File: config.mk
export PLATFORM = sky130hd
export DESIGN_NAME = risc_mem_responder
export DESIGN_NICKNAME = d
export VERILOG_FILES = /design/src/rtl/risc_mem_responder.sv
export SDC_FILE = /design/constraint.sdc
export NUM_CORES = 1
export LEC_CHECK = 0
export ABC_AREA = 1
export CORE_MARGIN = 3
export CORE_UTILIZATION = 45
export CTS_BUF_LIST = sky130_fd_sc_hd__clkbuf_4
export DETAILED_ROUTE_END_ITERATION = 7
export GPL_TIMING_DRIVEN = 1
export HOLD_SLACK_MARGIN = 0.12
export PLACE_DENSITY = 0.59
export SYNTH_ARGS = -nofsm -noshare
export SYNTH_HDL_FRONTEND = slang
export SYNTH_SLANG_ARGS = --single-unit
export TNS_END_PERCENT = 5
File: constraint.sdc
create_clock -name clk -period 2.3 [get_ports clk]
set_input_delay 0.46 -clock clk [delete_from_list [all_inputs] [get_ports clk]]
set_output_delay 0.46 -clock clk [all_outputs]
set_load 0.02 [all_outputs]
File: src/rtl/risc_mem_responder.sv
// Memory responder for the mini RISC CPU: 16x8 instruction + 16x8 data memory behind a
// valid/ready request/response handshake with WAIT_CYCLES wait states. Optional macro RISC_MEM_PRELOAD_EN.
module risc_mem_responder #(
    parameter int ADDR_W      = 4,
    parameter int DATA_W      = 8,
    parameter int WAIT_CYCLES = 1
) (
    input  logic              clk,
    input  logic              reset,
    input  logic              req_valid,
    output logic              req_ready,
    input  logic              req_we,
    input  logic              req_space,
    input  logic [ADDR_W-1:0] req_addr,
    input  logic [DATA_W-1:0] req_wdata,
    output logic              rsp_valid,
    input  logic              rsp_ready,
    output logic [DATA_W-1:0] rsp_rdata,
    output logic [1:0]        dbg_state
);

    // Handshake: a request transfers on a rising edge where req_valid && req_ready;
    // a response transfers on a rising edge where rsp_valid && rsp_ready. Outputs hold until then.

    localparam int DEPTH = 1 << ADDR_W;
    localparam logic [3:0] CNT_LOAD = (WAIT_CYCLES > 0) ? 4'(WAIT_CYCLES - 1) : 4'd0;

    typedef enum logic [1:0] {
        IDLE = 2'd0,
        WAIT = 2'd1,
        RESP = 2'd2
    } state_t;

    state_t state, state_nxt;

    logic [DATA_W-1:0] imem [DEPTH];
    logic [DATA_W-1:0] dmem [DEPTH];

    logic              lat_we;
    logic              lat_space;
    logic [ADDR_W-1:0] lat_addr;
    logic [DATA_W-1:0] lat_wdata;
    logic [3:0]        cnt;

    logic              accept;
    logic              enter_resp;
    logic              acc_we;
    logic              acc_space;
    logic [ADDR_W-1:0] acc_addr;
    logic [DATA_W-1:0] acc_wdata;

    assign accept    = req_valid && req_ready;
    assign dbg_state = state;

    always_comb begin
        state_nxt  = state;
        req_ready  = 1'b0;
        rsp_valid  = 1'b0;
        enter_resp = 1'b0;
        case (state)
            IDLE: begin
                req_ready = 1'b1;
                if (req_valid) begin
                    if (WAIT_CYCLES == 0) begin
                        state_nxt  = RESP;
                        enter_resp = 1'b1;
                    end else begin
                        state_nxt = WAIT;
                    end
                end
            end
            WAIT: begin
                if (cnt == 4'd0) begin
                    state_nxt  = RESP;
                    enter_resp = 1'b1;
                end
            end
            RESP: begin
                rsp_valid = 1'b1;
                if (rsp_ready) state_nxt = IDLE;
            end
            default: state_nxt = IDLE;
        endcase
    end

    // With zero wait states the access happens on the accept edge, before the latch holds the request.
    always_comb begin
        if (state == IDLE) begin
            acc_we    = req_we;
            acc_space = req_space;
            acc_addr  = req_addr;
            acc_wdata = req_wdata;
        end else begin
            acc_we    = lat_we;
            acc_space = lat_space;
            acc_addr  = lat_addr;
            acc_wdata = lat_wdata;
        end
    end

    always_ff @(posedge clk) begin
        if (!reset) begin
            state     <= IDLE;
            cnt       <= 4'd0;
            rsp_rdata <= '0;
            lat_we    <= 1'b0;
            lat_space <= 1'b0;
            lat_addr  <= '0;
            lat_wdata <= '0;
            for (int i = 0; i < DEPTH; i++) begin
                dmem[ADDR_W'(i)] <= '0;
                imem[ADDR_W'(i)] <= '0;
            end
`ifdef RISC_MEM_PRELOAD_EN
            imem[ADDR_W'(0)] <= DATA_W'(8'h05);
            imem[ADDR_W'(1)] <= DATA_W'(8'h43);
            imem[ADDR_W'(2)] <= DATA_W'(8'h81);
            imem[ADDR_W'(3)] <= DATA_W'(8'hC0);
`endif
        end else begin
            state <= state_nxt;
            if (accept) begin
                lat_we    <= req_we;
                lat_space <= req_space;
                lat_addr  <= req_addr;
                lat_wdata <= req_wdata;
                cnt       <= CNT_LOAD;
            end else if (state == WAIT && cnt != 4'd0) begin
                cnt <= cnt - 4'd1;
            end
            if (enter_resp) begin
                if (acc_we) begin
                    rsp_rdata <= acc_wdata;
                    if (acc_space) dmem[acc_addr] <= acc_wdata;
                    else           imem[acc_addr] <= acc_wdata;
                end else begin
                    rsp_rdata <= acc_space ? dmem[acc_addr] : imem[acc_addr];
                end
            end
        end
    end

endmodule

==> results of run 1 <==
logic make-up (layout without fill, tap and decap cells):
family | Yosys count | after routing | synth area share
XOR/XNOR | 1 | 1 | 0.000650
multiplexers | 7 | 7 | 0.00520
buffers and inverters | 119 | 340 | 0.0376
AND/OR/NAND/NOR | 1020 | 1020 | 0.314
AO/OA/AOI/OAI | 74 | 74 | 0.0291
flip-flops | 284 | 284 | 0.612
other | 0 | 2 | 0
adder cells (fa/ha/maj) | 1 | 1 | 0.000929
how the worst max path moves through the flow:
stage / cells past startpoint / from / slack [ns] / endpoint
after CTS: 4 / dbg_state[0]$_SDFFE_PN0P_ / 0.004 / req_ready
final: 1 / rsp_rdata[2]$_SDFFE_PN0N_ / 0.08 / rsp_rdata[2]
after floorplan: 8 / dbg_state[1]$_SDFFE_PN0P_ / -0.04 / dmem[1][0]$_SDFFCE_PN0P_
after global routing: 17 / dbg_state[0]$_SDFFE_PN0P_ / 0.004 / rsp_rdata[1]$_SDFFE_PN0N_
after detailed placement: 12 / req_addr[0] / -0.21 / rsp_rdata[0]$_SDFFE_PN0N_
after global placement: 12 / req_addr[0] / -0.18 / rsp_rdata[0]$_SDFFE_PN0N_
per-stage QoR:
stage	setup TNS (ns)	cell area, sq um	std cells	setup slack, ns
after floorplan	-3.69	13500	1506	-0.0394
after global placement	-16.26	15700	1974	-0.182
after detailed placement	-20.12	15700	1974	-0.209
after CTS	0	16600	2107	0.00386
after global routing	0	16700	2113	0.00377
final	0	16700	2113	0.0819
cells in the mapped netlist (2+ instances only):
| cell | count |
|---|---|
| a211oi_1 | 2 |
| a21oi_1 | 44 |
| buf_1 | 7 |
| buf_2 | 27 |
| buf_4 | 3 |
| buf_6 | 2 |
| clkbuf_1 | 51 |
| dfxtp_1 | 28 |
| edfxtp_1 | 256 |
| inv_1 | 26 |
| inv_2 | 2 |
| mux2i_1 | 7 |
| nand2_1 | 579 |
| nand3_1 | 99 |
| nand3_2 | 13 |
| nand3_4 | 10 |
| nor2_1 | 311 |
| nor2_2 | 2 |
| nor2_4 | 2 |
| o21ai_0 | 20 |
| o21ai_1 | 5 |
what timing repair did:
| action | CTS | global route |
|---|---|---|
| pin swaps | 1 | 1 |
| endpoints found under the setup margin | 2 | 56 |
| cloned | 0 | 3 |
| hold buffers | 0 | 0 |
| buffers inserted | 1 | 1 |
| gates resized for setup | 4 | 9 |
| endpoints found under the hold margin | 0 | 0 |
state kept, by name, summed over array words and instances (netlist names):
signal     flops
dmem         128
imem         128
lat_wdata      8
rsp_rdata      8
cnt            4
lat_addr       4
dbg_state      2
lat_space      1
lat_we         1
routing by layer:
| layer | vias up | routed length, microns |
|---|---|---|
| met5 | - | 13 |
| met4 | 2 | 687 |
| met3 | 62 | 2620 |
| met2 | 372 | 18500 |
| met1 | 5182 | 17000 |
| li1 | 5313 | - |
where the power goes:
group / switching [W] / leakage (nW) / internal (W)
clock network: 0.00210 / 0.576 / 0.00232
logic: 0.00143 / 3.77 / 0.000779
registers: 0.0000801 / 2.87 / 0.00580
final cells by class:
type / instances / area [sq um] / area share
Inverter: 29 / 111 / 0.00666
Multi-Input combinational cell: 1103 / 4850 / 0.290
Tap cell: 384 / 480 / 0.0287
Antenna cell: 2 / 5.00 / 0.000299
Clock inverter: 15 / 80.1 / 0.00479
Timing Repair Buffer: 179 / 2060 / 0.123
Sequential cell: 284 / 8250 / 0.493
Clock buffer: 117 / 878 / 0.0525
==> impl_metrics.toml, run 1 <==
[run_status]
status = "completed"

[synthesis]
netlist_area_sq_um = 13500
ys_seq_area_frac = 0.612
synth_enable_flop_cells = 256
syn_area_per_cell_sq_um = 8.94
synth-seq-cells = 284
yosys_most_used_dff = "edfxtp_1"
synthTopCellsByArea = "edfxtp_1, nand2_1, nor2_1, dfxtp_1, nand3_1"
syn_nets = 1525
synth-async-reset-ratio = 0
yosysTopAreaCell = "edfxtp_1"
yosysUniqueCellTypes = 31
synth_top_cell_area_share = 0.571
synthCells = 1506
yosys_warnings = 0

[setup_path]
critPathKind = "reg2out"
critPathArrivalTime_ns = 1.76
path_cells = "clkdlybuf4s50_1"
cp.required_ns = 1.84
r2r-end = "rsp_rdata[7]$_SDFFE_PN0N_"
regToRegSetupSlack_ns = 0.14
r2r_cells = 16
crit_slowest_cell = "clkdlybuf4s50_1"
cp_max_fo = 2
critPathMaxStageDelay_ns = 0.64
worstReg2RegStart = "dbg_state[0]$_SDFFE_PN0P_"
worst_setup_path_start_kind = "flip-flop"
crit_family = "buffers and inverters"
worstSetupEndpointType = "primary output"
cp.buffers_inverters = 1

[drt]
antenna_left = 0
drt_iter0_drc = 915
viasPerCell = 5.17
drc = 0
wl_microns = 38800
wl_per_cell_microns = 18.4
drtPass1Iterations = 5
vias = 10900

[power]
finalPower_w = 0.0125
powerDensity_nw_per_um2 = 748
leakage_nw = 7.22
vdd_drop_max_mv = 0.344

[grt]
grt_max_degree = 55
antenna_found_initial = 2
use_met2 = 0.407
grt_util_met3 = 0.0487
groute.usage.overall = 0.246
gr-total-overflow = 0
global_route.peak_usage_layer = "met2"
grt_pass1_vias = 10700
grt_pass1_wl_microns = 59300
use_met1 = 0.329

[finish]
syn_to_final_growth_pct = 24.2
mostFrequentLayoutCell = "nand2_1"
fillCellCount = 2583
final_util = 0.575
layout-drive-gt1-share = 0.190
nets = 1692
layout_common_cells = "nand2_1, nor2_1, edfxtp_1"

[worst_hold_path]
whs_path_depth = 3
min-delay-start = "reset"
hold_path_class = "in2reg"
holdPathEnd = "dbg_state[1]$_SDFFE_PN0P_"

[timing]
max_freq_mhz = 451
hold_slack_ns = 0.259
maxSlewHeadroom = 0.700
worst_pin_slew_ns = 0.449
period_minus_slack_ns = 2.22
finalCritPeriodShare = 0.964
rsz0062_at_grt = "no"
worst_clock_skew_ns = 0.0577
hold_viol = 0
finalSetupViolCount = 0
report.final.slew_viol_count = 0

[clock_network]
numCtsBuffers = 76
clock_latency_ns = 0.71
clk_pin_slew_worst_paths_ns = 0.07
cts-root-buf = "clkbuf_4"
h-tree-depth = 3
cts_tree = "yes"
clock_path_buffers = 3
cts.sinks = 284

[floorplanning]
initial_core_util = 0.463
dieArea_sq_um = 32000
ios = 30
core_area_sq_um = 29100
chipHeight_microns = 179
die_x_microns = 179
fp-row-count = 62

[placement]
globalplace.congestion = 0.910
dp.final_hpwl_microns = 25200
portBuffers = 29

[run]
max-cap-violations = 0
Note: power is estimated with default switching activity, not from simulation.
==> run 2, diff against run 1 <==
--- a/config.mk
+++ b/config.mk
@@ -13,6 +13,7 @@
 export GPL_TIMING_DRIVEN = 1
 export HOLD_SLACK_MARGIN = 0.12
 export PLACE_DENSITY = 0.59
+export SKIP_LAST_GASP = 1
 export SYNTH_ARGS = -nofsm -noshare
 export SYNTH_HDL_FRONTEND = slang
 export SYNTH_SLANG_ARGS = --single-unit
==> run 2 against run 1 <==
Flip-flop and latch count unchanged. Non-clock buffer count is 2 lower. Clock power about the same. Sequential power barely moved. Total power shrank 0.13%. Wire length barely moved. Hold slack improved by 0.0035 ns. Count of clock-buffer cells in the layout unchanged.
==> impl_metrics.toml, run 2 (synthesized netlist as in run 1, its figures left out) <==
[worst_hold_path]
min-delay-start = "reset"
hold_path_class = "in2reg"
whs_path_depth = 3

[setup_path]
critPathLaunch = "rsp_rdata[3]$_SDFFE_PN0N_"
crit_family = "buffers and inverters"
r2r_cells = 10
worstSetupEndpointType = "primary output"
path_cells = "clkdlybuf4s50_1"
cp.buffers_inverters = 1
cp.depth = 1
cp_max_fo = 2
critPathKind = "reg2out"
critPathMaxStageDelay_ns = 0.66
critPathArrivalTime_ns = 1.78
worstReg2RegStart = "cnt[0]$_SDFFE_PP0N_"
cp.required_ns = 1.84
crit_slowest_cell = "clkdlybuf4s50_1"
worst_setup_path_start_kind = "flip-flop"

[power]
vdd_drop_max_mv = 0.344
powerDensity_nw_per_um2 = 749
finalPower_w = 0.0125
leakage_nw = 7.19

[finish]
seq_area_sq_um = 8250
fillCellCount = 2591
multiInputGateArea_sq_um = 4850
syn_to_final_growth_pct = 23.9
nets = 1690
layout-drive-gt1-share = 0.188
fin_area_sq_um = 16700
top_regs = "dmem: 128 flops, imem: 128 flops"
mostFrequentLayoutCell = "nand2_1"
layout_common_cells = "nand2_1, nor2_1, edfxtp_1"
stdcell_count = 2111

[run_status]
status = "completed"

[grt]
grt_pass1_wl_microns = 59300
grt_pass1_vias = 10700
antenna_found_initial = 2
gr-total-overflow = 0
groute.usage.overall = 0.246
grt_max_degree = 55

[clock_network]
numCtsBuffers = 76
h-tree-depth = 3
clock_path_buffers = 3
cts-root-buf = "clkbuf_4"
clock_latency_ns = 0.70
cts.sinks = 284
cts_tree = "yes"
clk_pin_slew_worst_paths_ns = 0.06

[placement]
globalplace.congestion = 0.910
dpl_worst_slack_ns = -0.209
portBuffers = 29
dp_cells = 1974
placed_cell_area_sq_um = 15700
dp.final_hpwl_microns = 25200

[timing]
rsz0062_at_grt = "yes"
maxSlewHeadroom = 0.704
finalSetupViolCount = 0
finalCritPeriodShare = 0.976
report.final.slew_viol_count = 0
setup-tns-final_ns = 0
period_minus_slack_ns = 2.24
hold_viol = 0
max_freq_mhz = 445
worst_pin_slew_ns = 0.444
setup_ws_ns = 0.0552
worst_clock_skew_ns = 0.0513

[drt]
drc = 0
wl_per_cell_microns = 18.4
vias = 10900
antenna_left = 0
drt_iter0_drc = 892
wl_microns = 38800
viasPerCell = 5.15
drtPass1Iterations = 6

[floorplanning]
ios = 30
die_x_microns = 179
initial_core_util = 0.463
chipHeight_microns = 179
fp-row-count = 62
dieArea_sq_um = 32000
core_area_sq_um = 29100

[run]
max-cap-violations = 0
[run 2: path summary, 6_finish.rpt]
check	endpoint	slack [ns]
setup / recovery	rsp_rdata[3]	0.06
hold / removal	dbg_state[1]$_SDFFE_PN0P_	0.26
setup reg to reg	dmem[0][0]$_SDFFCE_PN0P_	0.10
hold reg to reg	cnt[0]$_SDFFE_PP0N_	0.47
[run 2: timing repair]
| action | 4_1_cts | 5_1_grt |
|---|---|---|
| setup endpoints to repair | 2 | 56 |
| setup buffers | 1 | 0 |
| hold buffers | 0 | 0 |
| cloned | 0 | 2 |
| gates resized for setup | 2 | 7 |
| pin swaps | 1 | 1 |
[run 2: final cells by class]
class                           instances  share of cell area
Sequential cell                       284               0.495
Antenna cell                            2            0.000300
Clock buffer                          117              0.0527
Timing Repair Buffer                  177               0.121
Tap cell                              384              0.0288
Multi-Input combinational cell       1103               0.291
Clock inverter                         15             0.00480
Inverter                               29             0.00668
[run 2: where the power goes]
| group | internal [W] | switching, W |
|---|---|---|
| combinational | 0.000764 | 0.00142 |
| sequential | 0.00580 | 0.0000801 |
| clock | 0.00232 | 0.00210 |
[run 2: per-layer routing]
metal  up-vias  routed length, microns  global-route usage
met5         -                      13                   0
met4         2                     670              0.0714
met3        62                    2580              0.0487
met2       349                   18600               0.407
met1      5162                   16900               0.329
li1       5297                       -                   -
[run 2: through the flow]
step | hold slack (ns) | util
6_report | 0.262 | 0.573
5_1_grt | 0.250 | 0.573
4_1_cts | 0.221 | 0.571
3_5_place_dp | 0.464 | 0.538
3_3_place_gp | 0.453 | 0.538
2_1_floorplan | 0.444 | -
